## src/rtl/stepper_pkg.sv

```systemverilog
// Shared types and constants for the stepper motion path.
// Direction encoding is also consumed by the coil sequencer.
package stepper_pkg;

  typedef enum logic [2:0] {
    ST_IDLE,
    ST_ACCEL,
    ST_CRUISE,
    ST_DECEL,
    ST_DONE
  } move_state_t;

  localparam int PER_FLOOR = 2;

  localparam logic DIR_CW  = 1'b0;
  localparam logic DIR_CCW = 1'b1;

endpackage

```

## src/rtl/step_timer.sv

```systemverilog
// Loadable down-counter: load N-1 and expire fires N cycles after the load edge.
// Goes inactive after expiring until the next load.
module step_timer #(
  parameter int PER_W = 16
) (
  input  logic             clk,
  input  logic             rst_n,
  input  logic             load,
  input  logic [PER_W-1:0] load_val,
  output logic             expire
);

  logic [PER_W-1:0] cnt_q, cnt_d;
  logic             active_q, active_d;

  always_comb begin
    cnt_d    = cnt_q;
    active_d = active_q;
    if (load) begin
      cnt_d    = load_val;
      active_d = 1'b1;
    end else if (active_q) begin
      if (cnt_q == '0) begin
        active_d = 1'b0;
      end else begin
        cnt_d = cnt_q - PER_W'(1);
      end
    end
  end

  always_ff @(posedge clk or negedge rst_n) begin
    if (!rst_n) begin
      cnt_q    <= '0;
      active_q <= 1'b0;
    end else begin
      cnt_q    <= cnt_d;
      active_q <= active_d;
    end
  end

  assign expire = active_q && (cnt_q == '0);

endmodule

```

## src/rtl/stepper_move_ctrl.sv

```systemverilog
// Trapezoidal step-strobe generator: one move command in, a ramped strobe train out.
// Strobe decisions are made in the timer's expire cycle so step_en lands on the interval boundary.
module stepper_move_ctrl
  import stepper_pkg::*;
#(
  parameter int CNT_W = 16,
  parameter int PER_W = 16
) (
  input  logic             clk,
  input  logic             rst_n,
  input  logic             start,
  input  logic             stop,
  input  logic             dir_in,
  input  logic [CNT_W-1:0] steps,
  input  logic [PER_W-1:0] per_start,
  input  logic [PER_W-1:0] per_min,
  input  logic [PER_W-1:0] per_dec,
  output logic             step_en,
  output logic             step_dir,
  output logic             busy,
  output logic             done,
  output logic [CNT_W-1:0] steps_left
);

  move_state_t      state_q, state_d;
  logic [CNT_W-1:0] steps_left_q, steps_left_d;
  logic [CNT_W-1:0] ramp_q, ramp_d;
  logic [PER_W-1:0] period_q, period_d;
  logic [PER_W-1:0] ps_q, ps_d;
  logic [PER_W-1:0] pm_q, pm_d;
  logic [PER_W-1:0] pd_q, pd_d;
  logic             dir_q, dir_d;
  logic             step_en_q, step_en_d;
  logic             busy_q, busy_d;
  logic             done_q, done_d;

  logic [PER_W-1:0] ps_in, pm_raw, pm_in;
  logic [PER_W:0]   per_sum, per_diff;
  logic [CNT_W-1:0] sl_new;
  logic [CNT_W:0]   ramp_p1;
  logic             timer_load;
  logic [PER_W-1:0] timer_val;
  logic             expire;

  step_timer #(.PER_W(PER_W)) u_timer (
    .clk      (clk),
    .rst_n    (rst_n),
    .load     (timer_load),
    .load_val (timer_val),
    .expire   (expire)
  );

  always_comb begin
    state_d      = state_q;
    steps_left_d = steps_left_q;
    ramp_d       = ramp_q;
    period_d     = period_q;
    ps_d         = ps_q;
    pm_d         = pm_q;
    pd_d         = pd_q;
    dir_d        = dir_q;
    step_en_d    = 1'b0;
    timer_load   = 1'b0;
    timer_val    = '0;
    ramp_p1      = '0;

    ps_in    = (per_start < PER_W'(PER_FLOOR)) ? PER_W'(PER_FLOOR) : per_start;
    pm_raw   = (per_min < PER_W'(PER_FLOOR)) ? PER_W'(PER_FLOOR) : per_min;
    pm_in    = (pm_raw > ps_in) ? ps_in : pm_raw;
    per_sum  = {1'b0, period_q} + {1'b0, pd_q};
    per_diff = {1'b0, period_q} - {1'b0, pd_q};
    sl_new   = steps_left_q - CNT_W'(1);

    case (state_q)
      ST_IDLE: begin
        if (start) begin
          dir_d    = dir_in;
          ps_d     = ps_in;
          pm_d     = pm_in;
          pd_d     = per_dec;
          ramp_d   = '0;
          period_d = ps_in;
          if (steps == '0) begin
            state_d      = ST_DONE;
            steps_left_d = '0;
          end else begin
            state_d      = (pm_in == ps_in) ? ST_CRUISE : ST_ACCEL;
            step_en_d    = 1'b1;
            steps_left_d = steps - CNT_W'(1);
            if (steps != CNT_W'(1)) begin
              timer_load = 1'b1;
              timer_val  = ps_in - PER_W'(1);
            end
          end
        end
      end

      ST_ACCEL, ST_CRUISE, ST_DECEL: begin
        // steps_left reads 0 only in the cycle of the final strobe
        if (steps_left_q == '0) begin
          state_d = ST_DONE;
        end else begin
          if (expire) begin
            step_en_d    = 1'b1;
            steps_left_d = sl_new;
            if (sl_new != '0) begin
              if (sl_new <= ramp_q) begin
                state_d  = ST_DECEL;
                period_d = (per_sum > {1'b0, ps_q}) ? ps_q : per_sum[PER_W-1:0];
                if (ramp_q != '0) begin
                  ramp_d = ramp_q - CNT_W'(1);
                end
              end else if (state_q == ST_ACCEL) begin
                period_d = (per_diff[PER_W] || (per_diff[PER_W-1:0] < pm_q)) ?
                           pm_q : per_diff[PER_W-1:0];
                ramp_d   = ramp_q + CNT_W'(1);
                if (period_d == pm_q) begin
                  state_d = ST_CRUISE;
                end
              end
              timer_load = 1'b1;
              timer_val  = period_d - PER_W'(1);
            end
          end
          // Stop only trims the remaining count; the strobe rule then ramps down
          ramp_p1 = {1'b0, ramp_d} + (CNT_W+1)'(1);
          if (stop && (state_d == ST_ACCEL || state_d == ST_CRUISE) &&
              (steps_left_d != '0) && ({1'b0, steps_left_d} > ramp_p1)) begin
            steps_left_d = ramp_p1[CNT_W-1:0];
          end
        end
      end

      ST_DONE: state_d = ST_IDLE;

      default: state_d = ST_IDLE;
    endcase

    busy_d = (state_d == ST_ACCEL) || (state_d == ST_CRUISE) || (state_d == ST_DECEL);
    done_d = (state_d == ST_DONE);
  end

  always_ff @(posedge clk or negedge rst_n) begin
    if (!rst_n) begin
      state_q      <= ST_IDLE;
      steps_left_q <= '0;
      ramp_q       <= '0;
      period_q     <= '0;
      ps_q         <= '0;
      pm_q         <= '0;
      pd_q         <= '0;
      dir_q        <= DIR_CW;
      step_en_q    <= 1'b0;
      busy_q       <= 1'b0;
      done_q       <= 1'b0;
    end else begin
      state_q      <= state_d;
      steps_left_q <= steps_left_d;
      ramp_q       <= ramp_d;
      period_q     <= period_d;
      ps_q         <= ps_d;
      pm_q         <= pm_d;
      pd_q         <= pd_d;
      dir_q        <= dir_d;
      step_en_q    <= step_en_d;
      busy_q       <= busy_d;
      done_q       <= done_d;
    end
  end

  assign step_en    = step_en_q;
  assign step_dir   = dir_q;
  assign busy       = busy_q;
  assign done       = done_q;
  assign steps_left = steps_left_q;

endmodule
```

## config.mk

```make
export PLATFORM = sky130hd
export DESIGN_NAME = stepper_move_ctrl
export DESIGN_NICKNAME = d
export VERILOG_FILES = /design/src/rtl/stepper_pkg.sv /design/src/rtl/step_timer.sv /design/src/rtl/stepper_move_ctrl.sv
export SDC_FILE = /design/constraint.sdc
export NUM_CORES = 1
export LEC_CHECK = 0
export ABC_CLOCK_PERIOD_IN_PS = 8200
export BUFFER_PORTS_ARGS = -buffer_cell sky130_fd_sc_hd__buf_2
export CAP_MARGIN = 20
export CORE_MARGIN = 2
export CORE_UTILIZATION = 41
export DETAILED_ROUTE_END_ITERATION = 10
export PLACE_DENSITY = 0.63
export RECOVER_POWER = 25
export SLEW_MARGIN = 15
export SYNTH_ARGS = -nofsm -noshare
export SYNTH_HDL_FRONTEND = slang
export SYNTH_SLANG_ARGS = --single-unit
export TNS_END_PERCENT = 1
```

## constraint.sdc

```tcl
create_clock -name clk -period 8.2 [get_ports clk]
set_input_delay 0.82 -clock clk [delete_from_list [all_inputs] [get_ports clk]]
set_output_delay 0.82 -clock clk [all_outputs]
set_load 0.01 [all_outputs]
```

== Word level (Yosys, flattened, before mapping) ==
Cells that the tools add are included.
Storage, ports and cells
  input bits: 69
  logic and storage cells: 140
  output and inout bits: 20
  ROM bits: 0
  register bits: 120
  memories kept: 0
  latch bits: 0
  RAM bits: 0
Cells by class
  add/subtract/negate cells: 10
  mux-type cells: 71
  bitwise logic cells: 0
  equality and inequality tests: 17
  magnitude comparators: 7
  div/mod/pow operators: 0
  multiply operators: 0
  reduce and logical (&&, ||, !) cells: 22
  shifts and indexed selects: 0
Operators by type and width (count)
  2-to-1 mux 16 bit: 40
  one-hot mux 16 bit (2 select lines): 4
  subtractor 16 x 1 -> 16 bit, second input constant: 6
  logical NOT 16 bit: 3
  nonzero test 16 bit: 3
  equality test 16 bit: 2
  less-than comparator 16 x 2 -> 1 bit, second input constant: 2
  2-to-1 mux 3 bit: 10
  adder 16 x 1 -> 17 bit, second input constant: 1
  adder 16 x 16 -> 17 bit: 1
  greater-than comparator 16 x 17 -> 1 bit: 1
  greater-than comparator 17 x 16 -> 1 bit: 1
  subtractor 16 x 16 -> 17 bit: 1
  adder 16 x 1 -> 16 bit, second input constant: 1
  greater-than comparator 16 bit: 1
  <= comparator 16 bit: 1
  less-than comparator 16 bit: 1
  != test 16 x 1 -> 1 bit, second input constant: 1
  equality test 3 x 2 -> 1 bit, second input constant: 5
  2-to-1 mux 1 bit: 13
  != test 2 bit, second input constant: 5
  equality test 3 x 1 -> 1 bit, second input constant: 3
  one-hot mux 3 bit (2 select lines): 1
  AND reduction 5 bit: 1
  other kinds (10): 19

== Longest topological paths before layout ==
Gate-level depths: netlist (run 1).
  word-level depth: 20
  gate-level depth with buffers: 33
  mapped depth without buffers: 30

== Cells and area by module ==
A second synthesis (run 1) with hierarchy kept.
Unflattened totals
  cells, all modules: 1774
  area, all modules: 13599.3 sq um
By module, submodules not included
  stepper_move_ctrl: times used 1, area an instance 12514.5 sq um, seq. area each 2577.5 sq um, cells each 1651
  step_timer: times used 1, area an instance 1084.8 sq um, seq. area each 425.4 sq um, cells each 123

== Least setup slack after synthesis (run 1) ==
No wires, ideal clock.
  path kind: flip-flop to flip-flop
  from: register steps_left_q[0] (netlist: steps_left[0])
  to: register steps_left_q[6] (netlist: steps_left[6])
  library setup time: 0.126 ns
  clock period less this slack: 6.580 ns
  setup slack: 1.620 ns
  buffers on the path: 4
  arrival time: 6.453 ns
  cell stages (with the launch flop): 31
  required time: 8.074 ns
  cells stage by stage: dfrtp_1 buf_2 inv_1 ha_1 or4b_4 nor2_2 xnor2_1 ha_1 and4_1 a21oi_1 nand3_1 clkbuf_1 o211ai_1 nand2_1 a2bb2oi_1 o211a_2 or3_4 or3_1 buf_2 nor4_2 xor2_1 ha_1 o21ai_0 nand2b_1 a21oi_1 nor3_1 and4_1 o31ai_4 buf_6 nor3_1 a311o_1
Between the ends
  longest elaborated chain between the ends: 15
  elaborated cells on any way between the ends: 31
  classes of those cells: add/sub: 2; order compare: 2; eq/ne: 3; mux: 16; reduce/logical: 8
RTL lines
  from (decl): line stepper_move_ctrl.sv:26  | logic [CNT_W-1:0] steps_left_q, steps_left_d;
  from (signal assigned): line stepper_move_ctrl.sv:158  | steps_left_q <= steps_left_d;
  parallel branches: the longest is 15 deep, another holds adder 16 x 1 -> 17 bit
Several ways; the timed one is not identified. The select of a mux whose other input is x is not followed.
A chain may end at the register's enable or synchronous reset.

== Final worst setup path (run 1) ==
  from: register steps_left_q[5] (netlist: steps_left[5])
  to: register steps_left_q[8] (netlist: steps_left[8])
Same word-level chain as after synthesis.

==> results of run 1 <==
[final timing paths]
| kind | start | to | slack (ns) | depth (start not counted) |
|---|---|---|---|---|
| worst max-delay path | steps_left[5] | steps_left[8] | 0.64 | 29 |
| worst min-delay path | step_dir | step_dir | 0.48 | 2 |
| worst max register to register | steps_left[5] | steps_left[8] | 0.64 | 29 |
| worst min register to register | step_dir | step_dir | 0.48 | 2 |
| max in group asynchronous | rst_n | pd_q[12] | 4.70 | 2 |
| min in group asynchronous | rst_n | ramp_q[9] | 1.30 | 1 |
[registers in the layout, summed over array words and instances (netlist names)]
name and cells:
busy 1, pm_q 16, state_q 3, ps_q 16, period_q 16, ramp_q 16
u_timer.active_q 1, pd_q 16, u_timer.cnt_q 16, step_en 1, done 1, steps_left 16
step_dir 1
[stage by stage]
step,hold WS [ns],area [µm²]
after floorplan,0.450,13300
after global placement,0.460,14100
after detailed placement,0.463,14100
after CTS,0.319,14700
after global routing,0.526,14700
final,0.475,14700
[layout make-up]
type,count,share of cell area [%]
Timing Repair Buffer,112,4.15
Sequential cell,120,20.5
Multi-Input combinational cell,1429,64.3
Clock buffer,20,3.18
Clock inverter,12,0.955
Tap cell,442,3.77
Inverter,123,3.15
[worst max-delay path: cells and delay by family, from the launching register on]
kind	cells	cell delay, ns
XOR/XNOR	1	0.18
AND/OR/NAND/NOR	10	2.51
flip-flops	1	0.52
adder cells (fa/ha/maj)	3	0.82
AO/OA/AOI/OAI	11	2.88
multiplexers	1	0.19
buffers and inverters	3	0.33
[synthesized netlist by cell type, types with 6 or more instances]
master and number:
a211oi_1 10, a21o_1 16, a21oi_1 124, a221oi_1 9, a31oi_1 22, and2_1 9
and3_1 11, and4_1 8, buf_2 8, clkbuf_1 100, dfrtp_1 120, ha_1 122
inv_1 123, mux2i_1 14, nand2_1 179, nand2b_1 9, nand3_1 50, nand3b_1 7
nand4_1 33, nor2_1 160, nor2b_1 12, nor3_1 60, nor3b_1 7, nor4_1 28
o211ai_1 18, o21a_1 21, o21ai_0 150, o21ai_1 6, o22ai_1 12, o31a_1 8
o31ai_1 12, or2_2 13, or3_1 17, or4_1 8, xnor2_1 109, xor2_1 52
[metal layers]
metal  global-route usage [%]  up-vias  share of wire [%]
li1                         -     6404                  -
met1                     34.3     6294                 42
met2                     46.4      538                 48
met3                     3.81      105                5.8
met4                     11.6        0                4.1
met5                        0        -                  0
[cells by family (layout without fill, tap and decap cells)]
family / after synthesis / in the layout
AOI/OAI and AO/OA: 488 / 488
buffers and inverters: 235 / 267
adders and majority gates: 124 / 124
muxes: 15 / 15
xor gates and xnor gates: 161 / 161
DFF: 120 / 120
and+or+nand+nor: 641 / 641
==> metrics.txt, run 1 <==
port bufs 88; Seq. cell area 3000 µm²; I/O pins 89; Clock transition at path regs ~0.060 ns; routed wire length about 46 mm; Area Overhead vs Synth 10.0%; Synth Flop Type dfrtp_1; drt wl/cell ~20 µm; Cell variety after synth 91; EDFF count, synth 0; initial core utilization 41.3%; Post-Synth Simple-Gate Area 24.0%; post-detail-place hpwl 36.3 mm; ratio of cells with drive above 1 in the final layout 10.1%; post-layout util 45.4%; standard-cell rows 66; post-route ant nets 0; DRC viols 0; setup violators final 0; grt total ovfl 0; mux contribution to synthesized area 1.14%; largest family of logic cells by synthesized area simple AND/OR/NAND/NOR gates; compound-cell area share of the yosys netlist 23.2%; vias in the first global route 12350; pre-CTS setup slack 0.821 ns; Required @ worst endpoint between 8 and 9 ns; commonest non-fill, non-tap cell in the layout nand2_1; area leader, netlist dfrtp_1; post-synthesis adder-cell area fraction approximately an eighth; CTS Hold Bufs 0; synth warn 0; Top cell by count, worst path ha_1; RSZ-0062 raised after global routing false; Mapped Avg Cell Area 7.47 µm²; CTS Sinks 120; Worst-Skew Late Latency 0.45 ns; Hold WC Path Type flop to flop; slew at the pin closest to its max-slew limit 2.87 ns; core area 32300 µm²; Worst EP arrival 7.88 ns; Net Count, Synth 1977; setup_tns 0 ns; largest net degree at the start of global routing 73; Synth async-reset ratio 100%; CP max stage cell o211ai_1; antenna violations before repair 0; GP Congestion 0.976; area of the multi-input gates 9430 µm²; Max-slew headroom -91.4%; most frequent cells in the layout 179 x nand2_1, 160 x nor2_1, 149 x o21ai_0; slowest stage delay, CP 0.58 ns; top cells by area, synth dfrtp_1 23%, ha_1 11%, xnor2_1 7.2%; Synth Instances 1784; CP max FO 23; Final Cycle Share 92.2%; Synth top area share 22.5%; violated checks max-capacitance violations, max-slew violations; Vias approximately 13000; # fillers 3267; Slew Limit Fails 50; status finished with violations; htree depth 4; clk buf depth 2; placed cell count 2226; Non-Filler Instances between 2000 and 2500; Die Y 184 µm; initial DRC count 1071; Chip Width 184 µm; Worst setup SP type flop; sequential area share after synthesis 22.5%; Fmax 0.132 GHz; Netlist Area Pre-Place ~13000 µm²; die area about 34000 µm²; Worst Setup Slack, final 0.643 ns; DR vias/cell 5.91; max-cap viol count 1; TritonCTS clock tree built; CTS buffer count 17; fraction of synthesized cell area in xor and xnor cells roughly a tenth; ANT cells 0; Root Driver clkbuf_16; WS Path Type flop to flop; clk_skew about 0.012 ns; Post-CTS Setup Bufs 0; GRT Util Overall 27.2%; Post-CTS Resized 0; final count of hold timing violations 0; flops & latches, synth 120; min cycle time layout approximately 7.6 ns; global-route wire length before repair 71.0 mm; first-pass detailed-route iteration total 5; Critical Path Sink Type flop; Final nets 1996
Power of run 1 is left out: the tool's default activity adds up to more than one toggle a clock period on the data nets, which glitch-free logic cannot reach.
==> inputs of run 2 (changes only) <==
--- a/config.mk
+++ b/config.mk
@@ -14,5 +14,4 @@
 export PLACE_DENSITY = 0.63
 export RECOVER_POWER = 25
-export SLEW_MARGIN = 15
 export SYNTH_ARGS = -nofsm -noshare
 export SYNTH_HDL_FRONTEND = slang
==> constraint.sdc (replaced) <==
create_clock -name clk -period 8.2 [get_ports clk]
set_input_delay 1.64 -clock clk [delete_from_list [all_inputs] [get_ports clk]]
set_output_delay 1.64 -clock clk [all_outputs]
set_load 0.01 [all_outputs]
==> metrics.txt, run 2 (synthesis results as in run 1) <==
Required @ worst endpoint 8.53 ns; port bufs 88; Post-CTS Setup Bufs 0; first-pass detailed-route iteration total 6; Die Y 184 µm; htree depth 4; GP Congestion 0.949; setup_tns 0 ns; post-layout util 45.5%; status finished with violations; Final Cycle Share 92.3%; standard-cell rows 66; WS Path Type flop to flop; core area 32300 µm²; Fmax 0.132 GHz; largest net degree at the start of global routing 68; Chip Width around 180 µm; die area ~34000 µm²; drt wl/cell 20.5 µm; Clock transition at path regs 0.06 ns; global-route wire length before repair approximately 70 mm; clk buf depth 2; Worst setup SP type flop; CTS Sinks 120; setup violators final 0; routed wire length 46.2 mm; Vias 13420; Root Driver clkbuf_16; most frequent cells in the layout 178 x nand2_1, 160 x nor2_1, 149 x o21ai_0; CTS buffer count 17; commonest non-fill, non-tap cell in the layout nand2_1; Worst-Skew Late Latency 0.45 ns; post-detail-place hpwl 36.2 mm; CTS Hold Bufs 0; GRT Util Overall 27.4%; I/O pins 89; antenna violations before repair 0; DR vias/cell 5.94; grt total ovfl 0; vias in the first global route 12550; Critical Path Sink Type flop; violated checks max-capacitance violations, max-slew violations; ANT cells 0; Worst EP arrival about 8 ns; final count of hold timing violations 0; CP max FO 23; Hold WC Path Type flop to flop; post-route ant nets 0; min cycle time layout 7.57 ns; initial DRC count 1052; Final nets 1996; clk_skew roughly 0.011 ns; slew at the pin closest to its max-slew limit 3.35 ns; Slew Limit Fails around 120; RSZ-0062 raised after global routing false; Post-CTS Resized 0; Area Overhead vs Synth 10.1%; TritonCTS clock tree built; max-cap viol count 2; Max-slew headroom -124%; DRC viols 0; ratio of cells with drive above 1 in the final layout 10.4%; initial core utilization about two fifths
==> run 2: cell types whose count changed in the layout (fill, tap and decap cells not counted), sizes merged <==
cell and delta:
bufinv +1, buf +4, clkinvlp -1, inv +3, clkbuf -7
==> run 2: metrics by stage <==
step           area, µm²  hold slack, ns  worst slack, ns  cells
3_5_place_dp       14100           0.463            0.731   2226
6_report           14700           0.476            0.630   2258
3_3_place_gp       14100           0.460            0.781   2226
5_1_grt            14700           0.519            0.167   2258
2_1_floorplan      13300           0.450             1.62   1784
4_1_cts            14700           0.479            0.688   2258
==> run 2: area by class of cell <==
cell class | instances | area [µm²]
fill | 3291 | 17600
tap | 442 | 553
sequential | 120 | 3000
clock buffer | 17 | 425
timing repair buffer | 112 | 614
clock inverter | 15 | 189
multi-input combinational | 1429 | 9440
inverter | 123 | 462
==> run 2: path summary, 6_finish.rpt <==
| check | start | to | slack (ns) | cells past startpoint |
|---|---|---|---|---|
| setup / recovery | steps_left[5] | steps_left[8] | 0.63 | 25 |
| hold / removal | step_dir | step_dir | 0.48 | 2 |
| setup reg to reg | steps_left[5] | steps_left[8] | 0.63 | 25 |
| hold reg to reg | step_dir | step_dir | 0.48 | 2 |
| max in group asynchronous | rst_n | ps_q[13] | 3.63 | 2 |
| min in group asynchronous | rst_n | ramp_q[10] | 2.26 | 1 |
==> run 2: per-layer routing <==
| metal | track usage (%) | vias to the layer above | routed length (µm) | share of wire, % |
|---|---|---|---|---|
| met1 | 35.4 | 6358 | 19800 | 43 |
| met3 | 3.99 | 96 | 2960 | 6.4 |
| li1 | - | 6409 | - | - |
| met2 | 45.9 | 557 | 21800 | 47 |
| met4 | 10.8 | 0 | 1680 | 3.6 |
| met5 | 0 | - | 0 | 0 |
==> run 2: critical path, cell delays in order (launching register included) <==
cell and delay, ns:
dfrtp_1 0.53, nor3_1 0.46, nand4_2 0.30, o21a_1 0.27
or2_2 0.34, ha_1 0.31, nand4_1 0.18, or2_2 0.47
o211ai_1 0.15, o211ai_1 0.32, buf_4 0.27, or4_1 0.49
a211oi_1 0.21, o21bai_1 0.25, o2111ai_1 0.39, nor3_1 0.32
xnor2_1 0.17, inv_1 0.06, ha_1 0.28, nand4_1 0.14
a221o_1 0.30, nand3_1 0.08, and4_1 0.34, o31ai_4 0.27
and2_1 0.27, o31a_1 0.26
Power of run 2 is left out for the same reason.
